<file path="config.mk">
export PLATFORM = sky130hd
export DESIGN_NAME = mem_ctrl
export DESIGN_NICKNAME = d
export VERILOG_FILES = /design/src/rtl/mem_ctrl.sv
export SDC_FILE = /design/constraint.sdc
export NUM_CORES = 1
export LEC_CHECK = 0
export ABC_CLOCK_PERIOD_IN_PS = 2400
export CORE_ASPECT_RATIO = 1.75
export CORE_UTILIZATION = 30
export DETAILED_ROUTE_END_ITERATION = 10
export PLACE_DENSITY_LB_ADDON = 0.08
export SETUP_SLACK_MARGIN = 0.02
export SKIP_CTS_REPAIR_TIMING = 1
export SYNTH_ARGS = -nofsm -noshare
export SYNTH_HDL_FRONTEND = slang
export SYNTH_SLANG_ARGS = --single-unit
</file>
<file path="constraint.sdc">
create_clock -name clk -period 2.4 [get_ports clk]
set_clock_uncertainty 0.1 [all_clocks]
set_input_delay 0.24 -clock clk [delete_from_list [all_inputs] [get_ports clk]]
set_output_delay 0.24 -clock clk [all_outputs]
set_load 0.005 [all_outputs]
</file>
<file path="src/rtl/mem_ctrl.sv">
// mem_ctrl: byte-serial controller arbitrating IFetch and LSBuffer onto one 8-bit RAM port.
// Define MEM_IO_STALL_EN to throttle IO stores on io_buffer_full plus an IO_GAP spacing.
module mem_ctrl #(
  parameter int unsigned ADDR_WIDTH = 32,
  parameter int unsigned IO_GAP     = 2
) (
  input  logic                  clk,
  input  logic                  rst,
  input  logic                  rdy,
  input  logic                  jump_flag,
  input  logic                  if_enable,
  input  logic [ADDR_WIDTH-1:0] if_addr,
  output logic                  if_success,
  output logic [31:0]           if_data,
  input  logic                  lsb_enable,
  input  logic [2:0]            lsb_op_size,
  input  logic [ADDR_WIDTH-1:0] lsb_addr,
  input  logic [31:0]           lsb_wdata,
  input  logic                  lsb_wr_tag,
  output logic                  lsb_success,
  output logic [31:0]           lsb_rdata,
  input  logic [7:0]            mem_din,
  output logic [7:0]            mem_dout,
  output logic [ADDR_WIDTH-1:0] mem_a,
  output logic                  mem_wr,
  input  logic                  io_buffer_full
);

  localparam logic Store = 1'b1;

  typedef enum logic [1:0] {StIdle, StRead, StWrite} state_e;

  state_e      state_q;
  logic [2:0]  cnt_q;
  logic [2:0]  len_q;
  logic        is_fetch_q;
  logic [31:0] buf_q;
  logic        mem_wr_q;
  logic        stall_q;
  logic [7:0]  din_hold_q;

  logic [7:0]  din;
  logic [1:0]  cap_idx;
  logic [1:0]  wr_idx;
  logic [31:0] word_next;
  logic [7:0]  next_dout;
  logic        idle_ok;
  logic        start_lsb;
  logic        start_if;
  logic        io_block;

  assign mem_wr = mem_wr_q & rdy;

  // The RAM keeps responding during a freeze, so the byte that arrived on the first stalled
  // cycle is parked and used on resume instead of the stale mem_din.
  assign din     = stall_q ? din_hold_q : mem_din;
  assign cap_idx = cnt_q[1:0] - 2'd1;
  assign wr_idx  = cnt_q[1:0] + 2'd1;

  always_comb begin
    word_next = buf_q;
    word_next[{cap_idx, 3'b000} +: 8] = din;
  end

  assign next_dout = lsb_wdata[{wr_idx, 3'b000} +: 8];

  assign idle_ok   = (state_q == StIdle) && !jump_flag && !if_success && !lsb_success;
  assign start_lsb = idle_ok && lsb_enable && !io_block;
  assign start_if  = idle_ok && !start_lsb && if_enable;

`ifdef MEM_IO_STALL_EN
  localparam logic [7:0] GapInit = (IO_GAP == 0) ? 8'd0 : 8'(IO_GAP - 1);

  logic [7:0] io_gap_q;
  logic       is_io;

  assign is_io    = (lsb_wr_tag == Store) && (lsb_addr[17:16] == 2'b11);
  assign io_block = is_io && (io_buffer_full || (io_gap_q != 8'd0));

  // Counts the blank cycles owed after the final byte of an IO store.
  always_ff @(posedge clk) begin
    if (!rst) begin
      io_gap_q <= 8'd0;
    end else if (rdy) begin
      if ((state_q == StWrite) && ((cnt_q + 3'd1) == len_q) && is_io) begin
        io_gap_q <= GapInit;
      end else if (io_gap_q != 8'd0) begin
        io_gap_q <= io_gap_q - 8'd1;
      end
    end
  end
`else
  logic unused_io;
  assign unused_io = io_buffer_full | (IO_GAP == 0);
  assign io_block  = 1'b0;
`endif

  always_ff @(posedge clk) begin
    if (!rst) begin
      state_q     <= StIdle;
      cnt_q       <= 3'd0;
      len_q       <= 3'd0;
      is_fetch_q  <= 1'b0;
      buf_q       <= 32'd0;
      mem_wr_q    <= 1'b0;
      stall_q     <= 1'b0;
      din_hold_q  <= 8'd0;
      mem_a       <= '0;
      mem_dout    <= 8'd0;
      if_success  <= 1'b0;
      if_data     <= 32'd0;
      lsb_success <= 1'b0;
      lsb_rdata   <= 32'd0;
    end else begin
      stall_q <= !rdy;
      if (!rdy && !stall_q) begin
        din_hold_q <= mem_din;
      end
      if (rdy) begin
        if_success  <= 1'b0;
        lsb_success <= 1'b0;
        unique case (state_q)
          StIdle: begin
            mem_wr_q <= 1'b0;
            cnt_q    <= 3'd0;
            if (start_lsb) begin
              mem_a      <= lsb_addr;
              len_q      <= lsb_op_size;
              is_fetch_q <= 1'b0;
              buf_q      <= 32'd0;
              if (lsb_wr_tag == Store) begin
                state_q  <= StWrite;
                mem_wr_q <= 1'b1;
                mem_dout <= lsb_wdata[7:0];
              end else begin
                state_q <= StRead;
              end
            end else if (start_if) begin
              mem_a      <= if_addr;
              len_q      <= 3'd4;
              is_fetch_q <= 1'b1;
              buf_q      <= 32'd0;
              state_q    <= StRead;
            end
          end
          StRead: begin
            if (jump_flag) begin
              state_q <= StIdle;
            end else begin
              if (cnt_q != 3'd0) begin
                buf_q <= word_next;
              end
              if (cnt_q == len_q) begin
                state_q <= StIdle;
                if (is_fetch_q) begin
                  if_success <= 1'b1;
                  if_data    <= word_next;
                end else begin
                  lsb_success <= 1'b1;
                  lsb_rdata   <= word_next;
                end
              end else begin
                cnt_q <= cnt_q + 3'd1;
                if ((cnt_q + 3'd1) < len_q) begin
                  mem_a <= mem_a + ADDR_WIDTH'(1);
                end
              end
            end
          end
          StWrite: begin
            // Stores are committed, so jump_flag is deliberately ignored here.
            if ((cnt_q + 3'd1) == len_q) begin
              mem_wr_q    <= 1'b0;
              lsb_success <= 1'b1;
              state_q     <= StIdle;
            end else begin
              cnt_q    <= cnt_q + 3'd1;
              mem_a    <= mem_a + ADDR_WIDTH'(1);
              mem_dout <= next_dout;
            end
          end
          default: state_q <= StIdle;
        endcase
      end
    end
  end

endmodule

</file>
* Yosys cells after proc, flatten, opt, wreduce, memory -nomap -nowiden
Cells that the tools add are included.
Widths: inputs -> output; s select.
** Storage, ports and cells
- Logic and storage cells :: 114
- Output and inout port bits :: 107
- Input port bits :: 115
- Bits in registers :: 157
** Operators by class
- Bitwise operators :: 3
- Magnitude comparators :: 1
- Reduce and logical (&&, ||, !) cells :: 28
- Shift-type cells :: 3
- Mux-type cells :: 46
- Equality and inequality tests :: 14
- Add/sub/neg operators :: 5
** Operators with widths (count)
- $mux 32 :: 10
- $pmux 32 s3 :: 1
- $pmux 32 s2 :: 1
- $add 32x1->32 const B :: 1
- $bwmux 32 :: 1
- $mux 8 :: 4
- $shift 8x7->32 const A :: 1
- $shiftx 32x6->8 :: 1
- $shiftx 8x7->32 :: 1
- $reduce_and 5->1 :: 5
- $ne 2x2->1 const B :: 8
- $pmux 8 s2 :: 1
- $mux 3 :: 5
- $mux 1 :: 13
- $mux 2 :: 6
- $pmux 3 s3 :: 1
- $logic_and 1x1->1 :: 7
- $neg 5->7 :: 1
- $reduce_and 7->1 :: 1
- $eq 3x3->1 :: 2
- $logic_not 1->1 :: 6
- $ne 3x3->1 const B :: 2
- $pmux 2 s3 :: 1
- $reduce_and 3->1 :: 2
- 13 further kinds :: 18

* Longest topological paths before layout
Gate-level depths: netlist of run 1.
- Depth in word-level cells :: 11
- Gate-level depth with buffers :: 10
- Depth with buffers taken out :: 8

* Worst setup path before layout of run 1
No wires, ideal clock.
- Path kind :: reg2reg
- Start point :: reg cnt_q[0]
- End point :: reg mem_a[27]
- Setup time :: 135 ps
- Clock period less this slack :: 2582 ps
- Arrival time :: 2346 ps
- Data required time :: 2165 ps
- Stages on the path, launching flop included :: 11
- Path slack :: -182 ps
- Buffers on the path :: 2
- Cells stage by stage :: dfxtp_1 > inv_1 > ha_1 > ha_1 > nor2b_1 > o21a_1 > o31a_1 > buf_2 > nor2_1 > buf_2 > o221ai_1
** On the way
- Cells in the longest elaborated chain, start to end :: 4
- Elaborated cells between the ends (all ways) :: 8
- Those cells by class :: 1 x add/sub; 1 x order compare; 5 x eq/ne; 1 x reduce/logical
** Ends and longest elaborated chain
- from (decl) :: RTL line 34 : logic [2:0] cnt_q;
- from (signal assigned) :: RTL line 163 : cnt_q <= cnt_q + 3'd1;
- from (signal assigned) :: RTL line 177 : cnt_q <= cnt_q + 3'd1;
- $add 3x1->3 :: RTL line 164, 172
- $lt 3x3->1 / $eq 3x3->1 (equally long branches) :: RTL line 164, 172
- $ne 2x2->1 (no source line)
- $reduce_and 7->1 (no source line) (*)
- to (signal assigned) :: RTL line 139 : mem_a <= if_addr;
- to (signal assigned) :: RTL line 165 : mem_a <= mem_a + ADDR_WIDTH'(1);
- to (signal assigned) :: RTL line 178 : mem_a <= mem_a + ADDR_WIDTH'(1);
- to (decl) :: RTL line 24 : output logic [ADDR_WIDTH-1:0] mem_a,
Every way passes the cells marked *; elsewhere a longest branch is shown, timed or not.
A chain may end at the register's enable or synchronous reset.

* Worst setup path after layout of run 1
- Start point :: reg cnt_q[1]
- End point :: reg mem_a[15]
The elaborated chain is that of the path after synthesis.

==> out/results.tsv, run 1 <==
metric	value	unit
failing checks	setup timing	
crit share post-route	100.7	%
initial antenna violation count	0	
Critical Setup Path Class	flop to flop	
GP Congestion	0.8463	
Die Wd	127.1	µm
Final Max Tran Viols	0	
M1 WL	11300	µm
Routed met2 length	16950	µm
Pre-Repair DR Iteration Count	5	
synth warn	0	
most common cell after layout, fill and taps aside	clkdlybuf4s50_1	
Switch Pwr	1.962	mW
antenna viol nets, final	0	
RSZ-0062 raised after global routing	yes	
Mapped Cells	977	
number of distinct library cells after synthesis	69	
drt wl/cell	19.07	µm
hold path depth	3	
CTS buffer count	17	
cell taking the most area after synthesis	dfxtp_1	
post-synth top area share	38.26	%
LEAKAGE	4.276	nW
htree depth	4	
largest fanout on the critical path	10	
layout cell share with drive strength beyond 1	14.46	%
Setup crit end kind	flop	
ys async rst share	0	%
Reg2Reg Depth	9	
worst slew pin tran	0.7321	ns
Final Hold Fails	0	
Initial Utilization	30.66	%
Via density	5.207	
headroom to the max-slew limit	51.20	%
Final Setup Violations	13	
Max Cap Viol	0	
Clk Latency, worst-skew pair	0.44	ns
total power	6.896	mW
first-pass GRT wire length	46170	µm
internal power	4.934	mW
Seq/Total Area, Yosys	38.26	%
PD cells	568.5	nW/µm²
Area contributors post-synth	dfxtp_1 38%, a211oi_1 6.2%, mux2i_1 6.1%	
die area	28070	µm²
Final nets	1356	
drc violations	0	
Sequential Power Share	40.4	%
mapped cell area	8214	µm²
CTS tree	done	
antenna cell count	0	
Clock power frac	38.6	%
clock buffer depth	2	
top_reg_cell synth	dfxtp_1	
row count	79	
Sw Share	28.45	%
WP data arrival	2.70	ns
worst vdd ir	0.0004605	V
initial drt markers	404	
Top Metal Used	met4	
minimum clock period	2.417	ns
status	complete, but fails checks	
fin cells	1602	
Post-Syn Nets	1106	
total number of vias	8342	
most frequent cells in the layout	219 x clkdlybuf4s50_1, 155 x dfxtp_1, 98 x nor2_1	
Num Clock Sinks	157	
startpoint types	flop	
clock slew at reported path FFs	0.07	ns
grt total ovfl	0	
Hold WC Path Type	input port to flop	
Yosys reg bits	157	
pre-CTS setup slack	-0.01680	ns
HPWL after DPL	22400	µm
Die H	220.9	µm
I/O Buffers	220	
Combinational Power Share	21.0	%
total placed cells including tap cells	1567	
WL met3	1168	µm
GR Util All Layers	21.47	%
Worst EP required	2.69	ns
setup slack after layout	-0.01729	ns
largest net degree at the start of global routing	70	
EDFF count, synth	0	
Max Fclk	413.7	MHz
Boundary Pins	222	
Core ar.	26790	µm²
area grow syn2layout	47.69	%
syn_area_per_cell	8.408	µm²
number of global-route vias before repair	8062	
CTS root buf	clkbuf_16	
Post-Route WL	30550	µm
## power groups by stage
stage / Clock [mW] / Sequential, mW / Combinational [mW]
6_report: 2.66 / 2.79 / 1.45
5_1_grt: 2.83 / 2.80 / 1.56
2_1_floorplan: 0 / 2.84 / 0.663
3_3_place_gp: 0 / 2.84 / 1.38
3_5_place_dp: 0 / 2.85 / 1.38
4_1_cts: 2.75 / 2.79 / 1.39
## logic make-up after synthesis
family	synth area share, %
multiplexers	7.053
adder cells (fa/ha/maj)	2.133
buffers and inverters	5.560
AO/OA/AOI/OAI	25.38
AND/OR/NAND/NOR	21.29
XOR/XNOR	0.3199
flip-flops	38.26
## per-stage QoR
step	hold slack, ns	instance area [µm²]	setup TNS [ns]	util [%]
after floorplan	0.2760	8253	0	-
after global placement	0.3543	11350	-0.02457	42.36
after detailed placement	0.3601	11350	-0.02044	42.36
after CTS	0.06994	11900	-0.1167	44.43
after global routing	0.08342	12130	-1.201	45.29
final	0.09693	12130	-0.09459	45.29
## final timing paths
kind	end	slack, ns	start
setup reg to reg	mem_a[15]	-0.02	cnt_q[1]
hold reg to reg	buf_q[0]	0.37	buf_q[0]
setup / recovery	mem_a[15]	-0.02	cnt_q[1]
hold / removal	mem_a[6]	0.1	rst
## registers in the layout, summed over array words and instances, names as in the netlist
signal,flops
lsb_success,1
mem_dout,8
lsb_rdata,32
stall_q,1
if_success,1
mem_wr_q,1
din_hold_q,8
if_data,32
len_q,3
cnt_q,3
buf_q,32
is_fetch_q,1
mem_a,32
state_q,2
## Yosys cell counts (all sizes together), types with 8 or more instances
library cell / number
a211oi: 68
a21oi: 49
a22oi: 18
a31o: 10
a31oi: 24
buf: 31
clkbuf: 50
dfxtp: 157
ha: 14
inv: 23
mux2i: 50
nand2: 61
nand2b: 14
nand3: 34
nand4: 8
nor2: 100
nor2b: 42
nor3: 18
nor3b: 25
o21a: 25
o21ai: 41
o22ai: 16
or3: 8
## area by class of cell
class / instances / area, µm²
Fill cell: 2673 / 14660
Multi-Input combinational cell: 713 / 4787
Sequential cell: 157 / 3151
Timing Repair Buffer: 312 / 3082
Tap cell: 364 / 455.4
Clock buffer: 20 / 436.7
Clock inverter: 10 / 118.9
Inverter: 26 / 101.3
## routing by layer
metal	vias to the layer above	GRT usage (%)
met2	222	42.13
li1	4096	-
met3	54	3.772
met5	-	0
met4	0	9.217
met1	3970	21.56
## worst max-delay path, cell delays in order (launching register included)
cell and delay [ns]:
dfxtp_4 0.39, inv_4 0.04, ha_4 0.27, ha_4 0.19, nor2b_1 0.12, o21a_1 0.20
o31a_1 0.42, nor2_4 0.25, clkbuf_16 0.22, a31o_2 0.15
Power figures use the tool's default switching activity.
==> run 2, diff against run 1 <==
Settings changed: SLEW_MARGIN set to 15.
==> results of run 2 <==
Final layout, timing and power as in run 1 (identical DEF).
